**src/rtl/adc_lane_align.sv**
```systemverilog
// ADC data-lane back end: per-lane training-word alignment via bitslip, then sign-extended samples.
// Optional ADC_LANE_OFFSET_BIN_EN: treat lane words as offset-binary on the datapath.
module adc_lane_align #(
  parameter int          ADC_BITS      = 14,
  parameter int          LANES         = 4,
  parameter logic [15:0] TRAIN_PATTERN = 16'h2A5F,
  parameter int          MATCH_COUNT   = 8,
  parameter int          SLIP_WAIT     = 3,
  parameter int          MAX_SLIPS     = ADC_BITS
) (
  input  logic                      DatClkDiv,
  input  logic                      DatRstn,
  input  logic                      FrmAlignDone,
  input  logic                      AlignStart,
  input  logic [LANES*ADC_BITS-1:0] LaneData,
  output logic [LANES-1:0]          LaneBitslip,
  output logic [LANES-1:0]          LaneLocked,
  output logic [LANES*16-1:0]       DatData,
  output logic                      DatValid,
  output logic                      DatAlignDone,
  output logic                      AlignFail
);

  localparam int                  SLIP_CW    = $clog2(MAX_SLIPS + 1);
  localparam logic [ADC_BITS-1:0] TRAIN_WORD = TRAIN_PATTERN[ADC_BITS-1:0];
  localparam logic [7:0]          MATCH_LAST = 8'(MATCH_COUNT);
  localparam logic [SLIP_CW-1:0]  SLIP_LAST  = SLIP_CW'(MAX_SLIPS);
  localparam logic [3:0]          WAIT_LAST  = 4'(SLIP_WAIT - 1);

  typedef enum logic [2:0] {IDLE, CHECK, SLIP, WAIT, LOCKED, FAIL} laneState_e;

  function automatic logic signed [15:0] signExtend(input logic [ADC_BITS-1:0] raw);
    logic signed [ADC_BITS-1:0] word;
    word = raw;
`ifdef ADC_LANE_OFFSET_BIN_EN
    word[ADC_BITS-1] = ~raw[ADC_BITS-1];
`endif
    return 16'(word);
  endfunction

  logic [LANES*ADC_BITS-1:0] rawQ_p1;
  logic [LANES*16-1:0]       datData_p2;
  logic [LANES-1:0]          laneFail;
  logic                      alignDone_p1;
  logic                      alignFail_p1;
  logic                      vld_p2;

  // Stage 1: raw deserialiser capture
  always_ff @(posedge DatClkDiv or negedge DatRstn) begin
    if (!DatRstn) rawQ_p1 <= '0;
    else          rawQ_p1 <= LaneData;
  end

  // Stage 2: sign-extended samples, lock/fail status, and valid
  always_ff @(posedge DatClkDiv or negedge DatRstn) begin
    if (!DatRstn) begin
      datData_p2   <= '0;
      alignDone_p1 <= 1'b0;
      alignFail_p1 <= 1'b0;
      vld_p2       <= 1'b0;
    end else begin
      for (int i = 0; i < LANES; i++)
        datData_p2[i*16 +: 16] <= signExtend(rawQ_p1[i*ADC_BITS +: ADC_BITS]);
      // Losing frame alignment clears status at once rather than waiting for the lanes to idle
      alignDone_p1 <= FrmAlignDone & (&LaneLocked);
      alignFail_p1 <= FrmAlignDone & (|laneFail);
      vld_p2       <= alignDone_p1;
    end
  end

  assign DatData      = datData_p2;
  assign DatAlignDone = alignDone_p1;
  assign AlignFail    = alignFail_p1;
  assign DatValid     = vld_p2;

  for (genvar i = 0; i < LANES; i++) begin : gLane
    laneState_e         state, stateNext;
    logic [7:0]         matchCnt, matchCntNext;
    logic [SLIP_CW-1:0] slipCnt, slipCntNext;
    logic [3:0]         waitCnt, waitCntNext;
    logic               isMatch;

    assign isMatch = (rawQ_p1[i*ADC_BITS +: ADC_BITS] == TRAIN_WORD);

    always_ff @(posedge DatClkDiv or negedge DatRstn) begin
      if (!DatRstn) begin
        state    <= IDLE;
        matchCnt <= '0;
        slipCnt  <= '0;
        waitCnt  <= '0;
      end else begin
        state    <= stateNext;
        matchCnt <= matchCntNext;
        slipCnt  <= slipCntNext;
        waitCnt  <= waitCntNext;
      end
    end

    always_comb begin
      stateNext    = state;
      matchCntNext = matchCnt;
      slipCntNext  = slipCnt;
      waitCntNext  = waitCnt;
      if (!FrmAlignDone || AlignStart) begin
        stateNext    = FrmAlignDone ? CHECK : IDLE;
        matchCntNext = '0;
        slipCntNext  = '0;
        waitCntNext  = '0;
      end else begin
        case (state)
          IDLE: begin
            stateNext    = CHECK;
            matchCntNext = '0;
            slipCntNext  = '0;
          end
          CHECK: begin
            if (matchCnt == MATCH_LAST) begin
              stateNext = LOCKED;
            end else if (isMatch) begin
              matchCntNext = matchCnt + 8'd1;
            end else begin
              matchCntNext = '0;
              stateNext    = (slipCnt == SLIP_LAST) ? FAIL : SLIP;
            end
          end
          SLIP: begin
            slipCntNext = slipCnt + 1'b1;
            waitCntNext = '0;
            stateNext   = WAIT;
          end
          WAIT: begin
            // Deserialiser output is unsettled here, so RawQ is not compared
            if (waitCnt == WAIT_LAST) stateNext = CHECK;
            else                      waitCntNext = waitCnt + 4'd1;
          end
          default: ;
        endcase
      end
    end

    assign LaneBitslip[i] = (state == SLIP);
    assign LaneLocked[i]  = (state == LOCKED);
    assign laneFail[i]    = (state == FAIL);
  end

endmodule

```
**config.mk**
```make
export PLATFORM = sky130hd
export DESIGN_NAME = adc_lane_align
export DESIGN_NICKNAME = d
export VERILOG_FILES = /design/src/rtl/adc_lane_align.sv
export SDC_FILE = /design/constraint.sdc
export NUM_CORES = 1
export LEC_CHECK = 0
export CAP_MARGIN = 40
export CORE_UTILIZATION = 53
export CTS_CLUSTER_SIZE = 30
export DETAILED_ROUTE_END_ITERATION = 7
export PLACE_DENSITY = 0.82
export SYNTH_ARGS = -nofsm -noshare
export SYNTH_HDL_FRONTEND = slang
export SYNTH_SLANG_ARGS = --single-unit
```
**constraint.sdc**
```tcl
create_clock -name DatClkDiv -period 2.4 [get_ports DatClkDiv]
set_input_delay 0.48 -clock DatClkDiv [delete_from_list [all_inputs] [get_ports DatClkDiv]]
set_output_delay 0.48 -clock DatClkDiv [all_outputs]
set_load 0.01 [all_outputs]
```
Word level (Yosys, flattened, before mapping)
Index checks and enable logic that the tools add are counted.

Register bits: 197. Latch bits: 0. Memory bits (writable): 0. Bits in read-only memories: 0. Input bits: 60. Output and inout bits: 75. Word-level logic and storage cells: 184. Memories: 0.

$add $sub $neg: 12. Multiply operators: 0. Divide/modulo/power cells: 0. $lt $le $gt $ge: 0. Equal/unequal tests: 52. Shift operators: 0. Muxes and demuxes: 61. Bitwise logic cells: 2. Reductions and logical operators: 36.

Operators by type and width (number): 8-bit 2-to-1 mux (12); 4-bit one-hot mux with 2 select lines (8); 8-bit one-hot mux with 2 select lines (4); 3-bit 2-to-1 mux (20); 14-bit equality test (second input constant) (4); 4-bit 2-to-1 mux (12); 3-bit one-hot mux with 4 select lines (4); 3-bit != test (second input constant) (12); 3-bit nonzero test (12); 4-bit by 1-bit adder with 4-bit output (second input constant) (8); 8-bit by 1-bit adder with 8-bit output (second input constant) (4); 8-bit by 4-bit equality test with 1-bit output (second input constant) (4); 3-bit by 2-bit equality test with 1-bit output (second input constant) (8); 3-bit equality test (second input constant) (8); 5-bit nonzero test (4); 4-bit by 2-bit equality test with 1-bit output (second input constant) (4); 4-bit equality test (second input constant) (4); 4-bit != test (second input constant) (4); 2-bit AND reduction (8); 3-bit by 1-bit equality test with 1-bit output (second input constant) (4); 3-bit zero test (4); 3-bit AND reduction (4); 4-bit AND reduction (1); 4-bit OR reduction (1); other kinds (4) (5).

Depth between registers and ports, before layout
Word-level depth: 6. Mapped depth: 7. Gate-level depth less buffers: 7.

Worst setup path before layout
OpenSTA, ideal clock, no wires.

Kind: register to register. From: register gLane[0].matchCnt[4]. To: register gLane[0].state[1]. Library setup time: 0.136 ns. Arrival time: 1.586 ns. Required time: 2.264 ns. Setup slack: 0.678 ns. Stages on the path, launching flop included: 5. Path buffers: 0. Clock period less this slack: 1.722 ns. Cells stage by stage: dfrtp_1 or4_4 or3_4 a31oi_1 o41ai_1.

Word-level cells in the longest chain between the ends: 4. Elaborated cells between the ends (all ways): 6. Those cells by class: eq/ne: 2; mux: 3; reduce/logical: 1.

Ends and longest elaborated chain: start, declared (RTL line 78) `logic [7:0] matchCnt, matchCntNext;`; start signal, assigned (RTL line 93) `matchCnt <= matchCntNext;`; 8-bit by 4-bit equality test with 1-bit output * (RTL line 117) `if (matchCnt == MATCH_LAST) begin`; 3-bit 2-to-1 mux (RTL line 117); 3-bit one-hot mux with 4 select lines (RTL line 110) `case (state)`; 3-bit 2-to-1 mux (RTL line 104) `if (!FrmAlignDone || AlignStart) begin`; end signal, assigned (RTL line 92) `state <= stateNext;`; end, declared (RTL line 77) `laneState_e state, stateNext;`.

Mark *: on every way between the ends. The rest lies on a longest branch, timed or not. A chain may end at the register's enable or synchronous reset.

Final worst setup path
From: register gLane[0].state[2]. To: output port LaneBitslip[0].

Word-level cells in the longest chain between the ends: 1.

Ends and longest elaborated chain: 3-bit by 2-bit equality test with 1-bit output (RTL line 141) `assign LaneBitslip[i] = (state == SLIP);`; end, declared (RTL line 16) `output logic [LANES-1:0] LaneBitslip,`.

Every way passes these cells.

==> summary.md <==
| Metric | Value |
|---|---|
| CP max FO | 6 |
| Largest net degree at the start of global routing | 52 |
| Clk root buf | clkbuf_16 |
| Worst slew pin tran | a little under 0.6 ns |
| Startpoint Class | flop |
| First-pass GRT wire length | 26300 µm |
| Die Footprint | between 10000 and 15000 µm² |
| Number of synthesized register bits | between 150 and 200 |
| Site row count | between 40 and 50 |
| DR vias/cell | around 5.6 |
| Synth warn | 0 |
| Worst-path cell chain | nand2b_2 -> nand2b_4 -> inv_2 -> clkdlybuf4s50_1 |
| Post-synth EDFFs | 0 |
| Required time of the critical path | around 1.9 ns |
| DRT Pass-1 Iters | 5 |
| TNS Setup | 0 ns |
| Top delay family on crit path | buffers and inverters |
| Final Instance Area | ~9900 µm² |
| Multi-input logic area | approximately 2700 µm² |
| Sequential fraction of the synthesis area | 62.6% |
| # diodes | 0 |
| Gr usage total | 23.1% |
| Final WL | 15900 µm |
| Post-DR wirelength/cell | 15.8 µm |
| Initial Utilization | 54.6% |
| Routing usage on met2 | 39.5% |
| DRC Markers | 0 |
| Mapped cell area | 7640 µm² |
| Met1 GRT Util | roughly 28% |
| CP max stage delay | 0.55 ns |
| Crit Path Category | flop to output pin |
| Cells after Synth | ~660 |
| Worst path bufs/invs | 2 |
| Num ports | 135 |
| Period utilization | a little over nine tenths |
| Reg clk slew, reported paths | roughly 0.06 ns |
| GRT met3 Usage | just under 6% |
| Hpwl dp | between 10000 and 15000 µm |
| Commonest cells after routing, fill and taps aside | dfrtp_1 (189), clkdlybuf4s50_1 (132), nand2_1 (53) |
| CTS tree | yes |
| Total CTS buffers | 17 |
| Arr. time, crit path | 1.86 ns |
| CP max stage cell | clkdlybuf4s50_1 |
| Worst vdd ir | 0.000461 V |
| Ys flop type | dfrtp_1 |
| Die W | around 120 µm |
| Max Cap Violations | 0 |
| Most common cell after layout, fill and taps aside | dfrtp_1 |
| PD cells | between 600 and 700 nW/µm² |
| Setup violators final | 0 |
| Layout net count | approximately 900 |
| Slew HR | between 60 and 70% |
| Syn avg cell area | 11.6 µm² |
| Min-delay worst type | flop to flop |
| Async S/R FF share, synth | 100% |
| Initial DRC count | between 500 and 600 |
| Clock insertion delay at the later pin of the skew report | approximately 0.42 ns |
| Vias in the first global route | 5646 |
| GR Overflow Total | 0 |
| Filler Cell Count | slightly below 1000 |
| Fraction of layout cells with a size suffix above 1 | 10.9% |
| Layout area overhead | 29.1% |
| Clock period minus worst slack | ~2.3 ns |
| CTS H-tree depth | 4 |
| Die Y | approximately 120 µm |
| Routability cong. | 0.872 |
| Postcts setup bufs | 0 |
| RSZ-0062 raised after global routing | false |
| Syn Nets | 745 |
| Area after DPL | between 9000 and 10000 µm² |
| Antenna violations before repair | 0 |
| Final Skew | ~0.0061 ns |
| Number of port buffers | between 100 and 150 |
| Gr busiest metal | met2 |
| Synth unique cells | a little over 60 |
| Status | complete, no violations |
| Final hold violations | 0 |
| Total number of vias | around 5600 |
| Core area | between 10000 and 15000 µm² |
| Sink Count | 191 |
| Leakage | between 4 and 5 nW |
| Clock buffer depth | 2 |
| Routed Antenna Nets | 0 |
| Fmax | roughly 0.43 GHz |
| Critical path endpoint category | output pin |
| FF/Latch Area | between 4000 and 5000 µm² |
| Slew Limit Fails | 0 |
-- per-stage QoR --
step | std cells | setup WS [ns] | utilization (%) | total power, mW | hold slack (ns)
after floorplan | 661 | 0.678 | - | 3.57 | 0.184
after global placement | 975 | 0.141 | 66.4 | 3.89 | 0.348
after detailed placement | 975 | 0.0158 | 66.4 | 3.91 | 0.355
after CTS | 1007 | 0.00479 | 70.4 | 6.45 | 0.369
after global routing | 1007 | 0.00433 | 70.5 | 6.64 | 0.372
final | 1007 | 0.0613 | 70.5 | 6.39 | 0.368
-- state kept, by name, indices dropped and copies added, names as in the netlist --
name,count
AlignFail,1
DatAlignDone,1
DatData,56
DatValid,1
gLane.matchCnt,32
gLane.slipCnt,16
gLane.state,12
gLane.waitCnt,16
rawQ_p1,56
-- layout make-up --
type,instances,share of cell area [%]
sequential,191,48.5
multi-input combinational,415,26.9
timing repair buffer,157,15.6
clock buffer,23,4.85
tap,180,2.28
inverter,33,1.26
clock inverter,8,0.596
-- cells by family (layout without fill, tap and decap cells) --
family | count (synthesis) | in the layout | share of synthesized area [%]
AOI/OAI and AO/OA | 114 | 114 | 9.65
xor gates and xnor gates | 12 | 12 | 1.38
adders and majority gates | 24 | 24 | 3.93
buffers and inverters | 55 | 221 | 3.13
DFF | 191 | 191 | 62.6
muxes | 7 | 7 | 1.02
and+or+nand+nor | 258 | 258 | 18.3
-- power by group --
part           internal [mW]  switching, mW
clock                   1.40           1.14
combinational          0.245          0.219
sequential              3.33         0.0598
-- timing repair --
item | 4_1_cts | 5_1_grt
hold buffers | 1 | 0
pin swaps | 0 | 1
hold endpoints to repair | 8 | 0
setup endpoints to repair | 5 | 7
gates resized for setup | 6 | 6
gates cloned | 0 | 0
-- path summary, 6_finish.rpt --
| path | startpoint | slack, ns | cells past startpoint | end |
|---|---|---|---|---|
| max | gLane[0].state[2]$_DFFE_PN0P_ | 0.06 | 4 | LaneBitslip[0] |
| min | rawQ_p1[39]$_DFF_PN0_ | 0.37 | 0 | DatData[43]$_DFF_PN0_ |
| max reg2reg | gLane[2].matchCnt[0]$_DFFE_PN0P_ | 0.35 | 7 | gLane[2].matchCnt[6]$_DFFE_PN0P_ |
| min reg2reg | rawQ_p1[39]$_DFF_PN0_ | 0.37 | 0 | DatData[43]$_DFF_PN0_ |
| max in group asynchronous | DatRstn | 1.10 | 3 | DatData[9]$_DFF_PN0_ |
| min in group asynchronous | DatRstn | 0.57 | 2 | rawQ_p1[30]$_DFF_PN0_ |
-- synthesized netlist by cell type (all sizes together), types with 8 or more instances --
library cell | count | area (µm²)
a21o | 10 | 75.1
or3 | 8 | 55.1
dfrtp | 191 | 4780
nand3 | 44 | 220
inv | 33 | 124
nand2 | 53 | 199
nand2b | 16 | 100
ha | 24 | 300
o21ai | 30 | 150
nor2 | 51 | 191
a22oi | 8 | 60.1
nor3 | 20 | 121
a21oi | 32 | 168
buf | 14 | 85.1
or2 | 8 | 50.1
nand3b | 9 | 67.6
clkbuf | 8 | 30.0
-- metal layers --
layer / routed length [µm] / part of all wire (%) / vias to the layer above
met5: 0 / 0 / -
met4: 348 / 2.2 / 0
met3: 1020 / 6.5 / 33
met2: 8130 / 51 / 211
met1: 6370 / 40 / 2755
li1: - / - / 2621
Power figures use the tool's default switching activity.
